[src/rtl/fifo_uart_tx.sv]
// Drains fifo_syn one word at a time and serialises each word as a UART frame:
// one start bit, WIDTH data bits LSB first, one stop bit. tx idles high.
module fifo_uart_tx #(
    parameter int WIDTH        = 8,
    parameter int CLKS_PER_BIT = 4
) (
    input  logic             clk,
    input  logic             rst_n,
    input  logic             tx_en,
    input  logic             fifo_empty,
    input  logic [WIDTH-1:0] fifo_q,
    output logic             fifo_rd,
    output logic             tx,
    output logic             busy
);

    localparam int BAUD_W = (CLKS_PER_BIT > 1) ? $clog2(CLKS_PER_BIT) : 1;
    localparam int BIT_W  = (WIDTH > 1) ? $clog2(WIDTH) : 1;
    localparam logic [BAUD_W-1:0] BAUD_LAST = BAUD_W'(CLKS_PER_BIT - 1);
    localparam logic [BIT_W-1:0]  BIT_LAST  = BIT_W'(WIDTH - 1);

    typedef enum logic [2:0] {
        ST_IDLE  = 3'd0,
        ST_RD    = 3'd1,
        ST_WAIT  = 3'd2,
        ST_START = 3'd3,
        ST_DATA  = 3'd4,
        ST_STOP  = 3'd5
    } state_t;

    state_t             state_r;
    logic [WIDTH-1:0]   shreg_r;
    logic [BAUD_W-1:0]  baud_r;
    logic [BIT_W-1:0]   bit_r;
    logic               baud_last_s;
    logic               bit_last_s;

    // End-of-bit and end-of-word decodes from the registered counters.
    always_comb begin
        baud_last_s = (baud_r == BAUD_LAST);
        bit_last_s  = (bit_r == BIT_LAST);
    end

    // Frame sequencer; fifo_rd, tx and busy are registered alongside the state.
    always_ff @(posedge clk or negedge rst_n) begin
        if (!rst_n) begin
            state_r <= ST_IDLE;
            shreg_r <= '0;
            baud_r  <= '0;
            bit_r   <= '0;
            fifo_rd <= 1'b0;
            tx      <= 1'b1;
            busy    <= 1'b0;
        end else begin
            case (state_r)
                ST_IDLE: begin
                    baud_r <= '0;
                    bit_r  <= '0;
                    tx     <= 1'b1;
                    if (tx_en && !fifo_empty) begin
                        state_r <= ST_RD;
                        fifo_rd <= 1'b1;
                        busy    <= 1'b1;
                    end else begin
                        state_r <= ST_IDLE;
                        fifo_rd <= 1'b0;
                        busy    <= 1'b0;
                    end
                end
                ST_RD: begin
                    // fifo_q is a registered read: it is only valid during WAIT.
                    state_r <= ST_WAIT;
                    fifo_rd <= 1'b0;
                end
                ST_WAIT: begin
                    shreg_r <= fifo_q;
                    tx      <= 1'b0;
                    baud_r  <= '0;
                    state_r <= ST_START;
                end
                ST_START: begin
                    if (baud_last_s) begin
                        baud_r  <= '0;
                        tx      <= shreg_r[0];
                        shreg_r <= shreg_r >> 1;
                        bit_r   <= '0;
                        state_r <= ST_DATA;
                    end else begin
                        baud_r  <= baud_r + BAUD_W'(1);
                    end
                end
                ST_DATA: begin
                    if (baud_last_s) begin
                        baud_r <= '0;
                        if (bit_last_s) begin
                            bit_r   <= '0;
                            tx      <= 1'b1;
                            state_r <= ST_STOP;
                        end else begin
                            bit_r   <= bit_r + BIT_W'(1);
                            tx      <= shreg_r[0];
                            shreg_r <= shreg_r >> 1;
                        end
                    end else begin
                        baud_r <= baud_r + BAUD_W'(1);
                    end
                end
                ST_STOP: begin
                    if (baud_last_s) begin
                        baud_r  <= '0;
                        busy    <= 1'b0;
                        state_r <= ST_IDLE;
                    end else begin
                        baud_r <= baud_r + BAUD_W'(1);
                    end
                end
                default: begin
                    state_r <= ST_IDLE;
                    baud_r  <= '0;
                    bit_r   <= '0;
                    fifo_rd <= 1'b0;
                    tx      <= 1'b1;
                    busy    <= 1'b0;
                end
            endcase
        end
    end

endmodule

[config.mk]
export PLATFORM = sky130hd
export DESIGN_NAME = fifo_uart_tx
export DESIGN_NICKNAME = d
export VERILOG_FILES = /design/src/rtl/fifo_uart_tx.sv
export SDC_FILE = /design/constraint.sdc
export NUM_CORES = 1
export LEC_CHECK = 0
export ABC_CLOCK_PERIOD_IN_PS = 3700
export CAP_MARGIN = 0
export CORE_AREA = 4 4 60 62
export DETAILED_ROUTE_END_ITERATION = 6
export DIE_AREA = 0 0 64 66
export SETUP_SLACK_MARGIN = 0.1
export SYNTH_ARGS = -nofsm -noshare
export SYNTH_HDL_FRONTEND = slang
export SYNTH_SLANG_ARGS = --single-unit
[constraint.sdc]
create_clock -name clk -period 3.7 [get_ports clk]
set_input_delay 0.555 -clock clk [delete_from_list [all_inputs] [get_ports clk]]
set_output_delay 0.555 -clock clk [all_outputs]
set_load 0.005 [all_outputs]
# Yosys cells after proc, flatten, opt, wreduce, memory -nomap -nowiden
# Index checks and enable logic that the tools add are counted.
dict set report totals {
  regBits 19
  input_bits 12
  elab_cells 61
}
dict set report classes {
  add_sub_neg 2
  eq_ne 12
  muxes 23
  bitwise_logic 3
  reduce_logical 14
}
# op n
set op_table {}
lappend op_table {{$mux W8} 3}
lappend op_table {{$pmux W8 S3} 1}
lappend op_table {{$mux W3} 6}
lappend op_table {{$pmux W3 S6} 1}
lappend op_table {{$ne A2 B2 Y1 const B} 5}
lappend op_table {{$eq A3 B3 Y1 const B} 3}
lappend op_table {{$pmux W3 S3} 1}
lappend op_table {{$reduce_and A4 Y1} 2}
lappend op_table {{$reduce_or A4 Y1} 2}
lappend op_table {{$eq A3 B2 Y1 const B} 2}
lappend op_table {{$mux W1} 6}
lappend op_table {{$reduce_and A3 Y1} 2}
lappend op_table {{$reduce_or A3 Y1} 2}
lappend op_table {{$pmux W1 S4} 1}
lappend op_table {{$pmux W2 S2} 1}
lappend op_table {{$add A3 B1 Y3 const B} 1}
lappend op_table {{$eq A3 B1 Y1 const B} 1}
lappend op_table {{$logic_not A3 Y1} 1}
lappend op_table {{$not A1 Y1} 3}
lappend op_table {{$pmux W1 S3} 1}
lappend op_table {{$reduce_bool A3 Y1} 1}
lappend op_table {{$add A2 B1 Y2 const B} 1}
lappend op_table {{$eq A2 B2 Y1 const B} 1}
lappend op_table {{$mux W2} 1}
lappend op_table {{other kinds (5)} 5}

# Logic depth before layout (Yosys ltp)
dict set report depth {
  ltp_word 4
  ltp_mapped 6
  ltp_nobuf 6
}

# Least setup slack after synthesis
# OpenSTA, ideal clock, no wires.
dict set report synth_timing {
  path_type {register to register}
  from {reg baud_r[0]}
  to {reg bit_r[2]}
  setup_time_ps 122
  arrival_ps 1347
  setup_slack_ps 2232
  path_stages_with_launch 7
  path_cell_list {dfrtp_1 -> ha_1 -> buf_4 -> inv_1 -> a22oi_1 -> o21ai_0 -> a32o_1}
}
dict set report synth_via {
  elab_chain_len 3
}
# element line
set synth_lines {}
lappend synth_lines {{from (decl)} 33} ;# logic [BAUD_W-1:0] baud_r;
lappend synth_lines {{from (signal assigned)} 89} ;# baud_r <= baud_r + BAUD_W'(1);
lappend synth_lines {{from (signal assigned)} 105} ;# baud_r <= baud_r + BAUD_W'(1);
lappend synth_lines {{from (signal assigned)} 114} ;# baud_r <= baud_r + BAUD_W'(1);
lappend synth_lines {{$eq A2 B2 Y1 (*)} 40} ;# baud_last_s = (baud_r == BAUD_LAST);
lappend synth_lines {{$ne A2 B2 Y1 (no source line)} -}
lappend synth_lines {{$reduce_and A3 Y1 (no source line) (*)} -}
lappend synth_lines {{to (signal assigned)} 100} ;# bit_r <= bit_r + BIT_W'(1);
lappend synth_lines {{to (decl)} 34} ;# logic [BIT_W-1:0] bit_r;
# Every way passes the cells marked *; elsewhere a longest branch is shown, timed or not.
# A chain may end at the register's enable or synchronous reset.

# Worst setup path after layout
dict set report layout_timing {
  from {reg state_r[2]}
  to {reg shreg_r[7]}
}
dict set report layout_via {
  elab_chain_len 3
}
# element line
set layout_lines {}
lappend layout_lines {{from (decl)} 31} ;# state_t state_r;
lappend layout_lines {{from (signal assigned)} 47} ;# state_r <= ST_IDLE;
lappend layout_lines {{from (signal assigned)} 61} ;# state_r <= ST_RD;
lappend layout_lines {{from (signal assigned)} 65} ;# state_r <= ST_IDLE;
lappend layout_lines {{$eq A3 B3 Y1 or $eq A3 B2 Y1 (tied branches)} 55} ;# case (state_r)
lappend layout_lines {{$ne A2 B2 Y1 (no source line) or $reduce_bool A3 Y1 (tied branches)} -}
lappend layout_lines {{$reduce_and A4 Y1 (no source line)} -}
lappend layout_lines {{to (signal assigned)} 76} ;# shreg_r <= fifo_q;
lappend layout_lines {{to (signal assigned)} 85} ;# shreg_r <= shreg_r >> 1;
lappend layout_lines {{to (signal assigned)} 102} ;# shreg_r <= shreg_r >> 1;
lappend layout_lines {{to (decl)} 32} ;# logic [WIDTH-1:0] shreg_r;
# Several ways; a longest one is shown, not always the timed one.

==> results_dict.tcl <==
set metrics [dict create \
    clk_pin_slew_ps 130 \
    synth_area_sq_mm 0.00120 \
    power_per_cell_area_mw_per_mm2 598 \
    worst_setup_path_end_kind "register" \
    startpoint "state_r[2]" \
    htree_levels 1 \
    numPortBuffers 14 \
    cp-start-kind "register" \
    nFillCells 298 \
    path_cells "nor2b_1, a31oi_4, a2bb2oi_4, a21o_1" \
    peakVddDrop_mv 0.234 \
    synth_edf_count 0 \
    drtAntennaViolNets 0 \
    fin_nets 152 \
    boundaryPins 15 \
    required_ps 3920 \
    syn_inst 126 \
    layout_common_cells "dfrtp_1, o21ai_0, clkdlybuf4s50_1, nor2_1, inv_1" \
    postCtsHoldBufs 0 \
    cts.sinks 19 \
    layout_commonest_cell "dfrtp_1" \
    yosysWarnings 0 \
    max_stage_delay_ps 760 \
    clock_path_buffers 2 \
    cts_setup_buffers 0 \
    status "finished clean" \
    cts_buffers 3 \
    grt_util_all_layers 0.136 \
    rows 20 \
    grt_pass1_wl_um 4530 \
    root_buffer "clkbuf_4" \
    tightest_slew_ps 906 \
    min_period_ps 2020 \
    area_delta_synth_final_pct 14.3 \
    fin_crit_sh 0.545 \
    ys.flop_type "dfrtp_1" \
    yosysSeqAreaShare 0.398 \
    worstHoldPathType "reg2reg" \
    async_reset_ff_frac 1.00 \
    overflow 0 \
    grt_pass1_vias 962 \
    drc 0 \
    p_total_uw 820 \
    final-seq-area_sq_um 477 \
    drive_gt1_frac 0.0667 \
    crit_buf_inv 0 \
    syn_avg_cell_area_sq_um 9.51 \
    synth_nets 142 \
    wl_per_cell_um 14.5 \
    crit_slowest_cell "dfrtp_1" \
    vias 931 \
    leakage_uw 0.000617 \
    fmax_mhz 496 \
    n_antenna_cell 0 \
    multi_input_area_sq_um 629 \
    ys_ff_latch 19 \
    viasPerCell 5.20 \
    fin_skew_ps 13.4 \
    critPathMaxFanout 21 \
    globalplace.congestion 0.786 \
    start_util 0.396 \
    finish.instance_area_sq_mm 0.00137 \
    setup_viol 0 \
    grt_setup_unrepaired "false" \
    cts_tree "built" \
    grt_max_degree 31 \
    drv_cap 0 \
    dp_hpwl_um 1730 \
    cts_resized 0 \
    cp_top_family "flip-flops" \
    die-area_sq_mm 0.00422 \
    core-area_sq_mm 0.00303 \
    fin_cells 179 \
    dp_cells 175 \
    fp.dieW_um 64 \
    worstPathArrival_ps 2230 \
    dr.pass1.iters 4 \
    finalMaxSlewViolations 0 \
    die_h_um 66 \
    slew_headroom 0.394 \
    dpl_cell_area_sq_mm 0.00134 \
    r2r_start "state_r[2]" \
    drt-initial-drc-count 33 \
    final_core_util 0.452 \
    hold_violations 0 \
    ys_types 34 \
    timing.setup.tns_ps 0 \
    drt-total-wl_um 2600 \
    hp-start "bit_r[1]" \
    antenna_found_initial 0 \
    crit_type "reg2reg" \
    clkLatencyLatePin_ps 310 \
]
## worst register-to-register path, cell delays in order (launching register included)
cell       delay, ps
dfrtp_1          760
nor2b_1          550
a31oi_4          150
a2bb2oi_4        230
a21o_1           230
## Yosys cell counts, types with 2 or more instances
master	number	area share
nor2b_1	2	0.010
nor2_1	13	0.041
buf_2	5	0.021
inv_1	11	0.034
a21o_1	2	0.013
a32o_1	2	0.017
o221ai_1	7	0.051
nand2b_1	2	0.010
nand2_1	7	0.022
a22oi_1	2	0.013
nor3b_1	7	0.044
dfrtp_1	18	0.38
clkbuf_1	2	0.0063
o21ai_0	14	0.058
ha_1	4	0.042
o22ai_1	2	0.010
mux2i_1	9	0.075
## logic make-up (layout without fill, tap and decap cells)
logic type / Yosys count / in the layout / share of synthesized area
AOI/OAI and AO/OA: 37 / 37 / 0.241
and+or+nand+nor: 36 / 36 / 0.158
DFF: 19 / 19 / 0.398
muxes: 10 / 10 / 0.0846
buffers and inverters: 20 / 29 / 0.0772
adders and majority gates: 4 / 4 / 0.0418
## cell type report
class                           instances  share of cell area
Timing Repair Buffer                   14               0.102
Tap cell                               44              0.0402
Sequential cell                        19               0.348
Inverter                               11              0.0301
Clock buffer                            3              0.0164
Clock inverter                          1             0.00365
Multi-Input combinational cell         87               0.459
## metal layers
layer,vias up,GRT usage,part of all wire
li1,471,-,-
met3,4,0.0289,0.024
met5,-,0,0
met4,0,0.0566,0.013
met1,446,0.169,0.47
met2,10,0.227,0.49
## worst paths after layout
| check | cells after the start | slack (ps) | to |
|---|---|---|---|
| min in group asynchronous | 1 | 740 | fifo_rd |
| max in group asynchronous | 1 | 2400 | shreg_r[2] |
| setup / recovery | 4 | 1680 | shreg_r[7] |
| hold / removal | 1 | 510 | bit_r[1] |
| setup reg to reg | 4 | 1680 | shreg_r[7] |
| hold reg to reg | 1 | 510 | bit_r[1] |
## stage by stage
stage               setup WS (ps)  hold WS (ps)
finish                       1680           512
CTS                          1690           516
global placement             1780           487
floorplan                    2230           259
global route                 1510           562
detailed placement           1720           489
## registers in the layout, summed over array words and instances, names as in the netlist
name and cells:
shreg_r 8, bit_r 3, state_r 3, baud_r 2
busy 1, fifo_rd 1, tx 1
## power breakdown
part,internal [uW],switching (uW)
sequential,268,76.6
clock,40.4,70.9
combinational,191,173
total,499,320
Note: power is estimated with default switching activity, not from simulation.
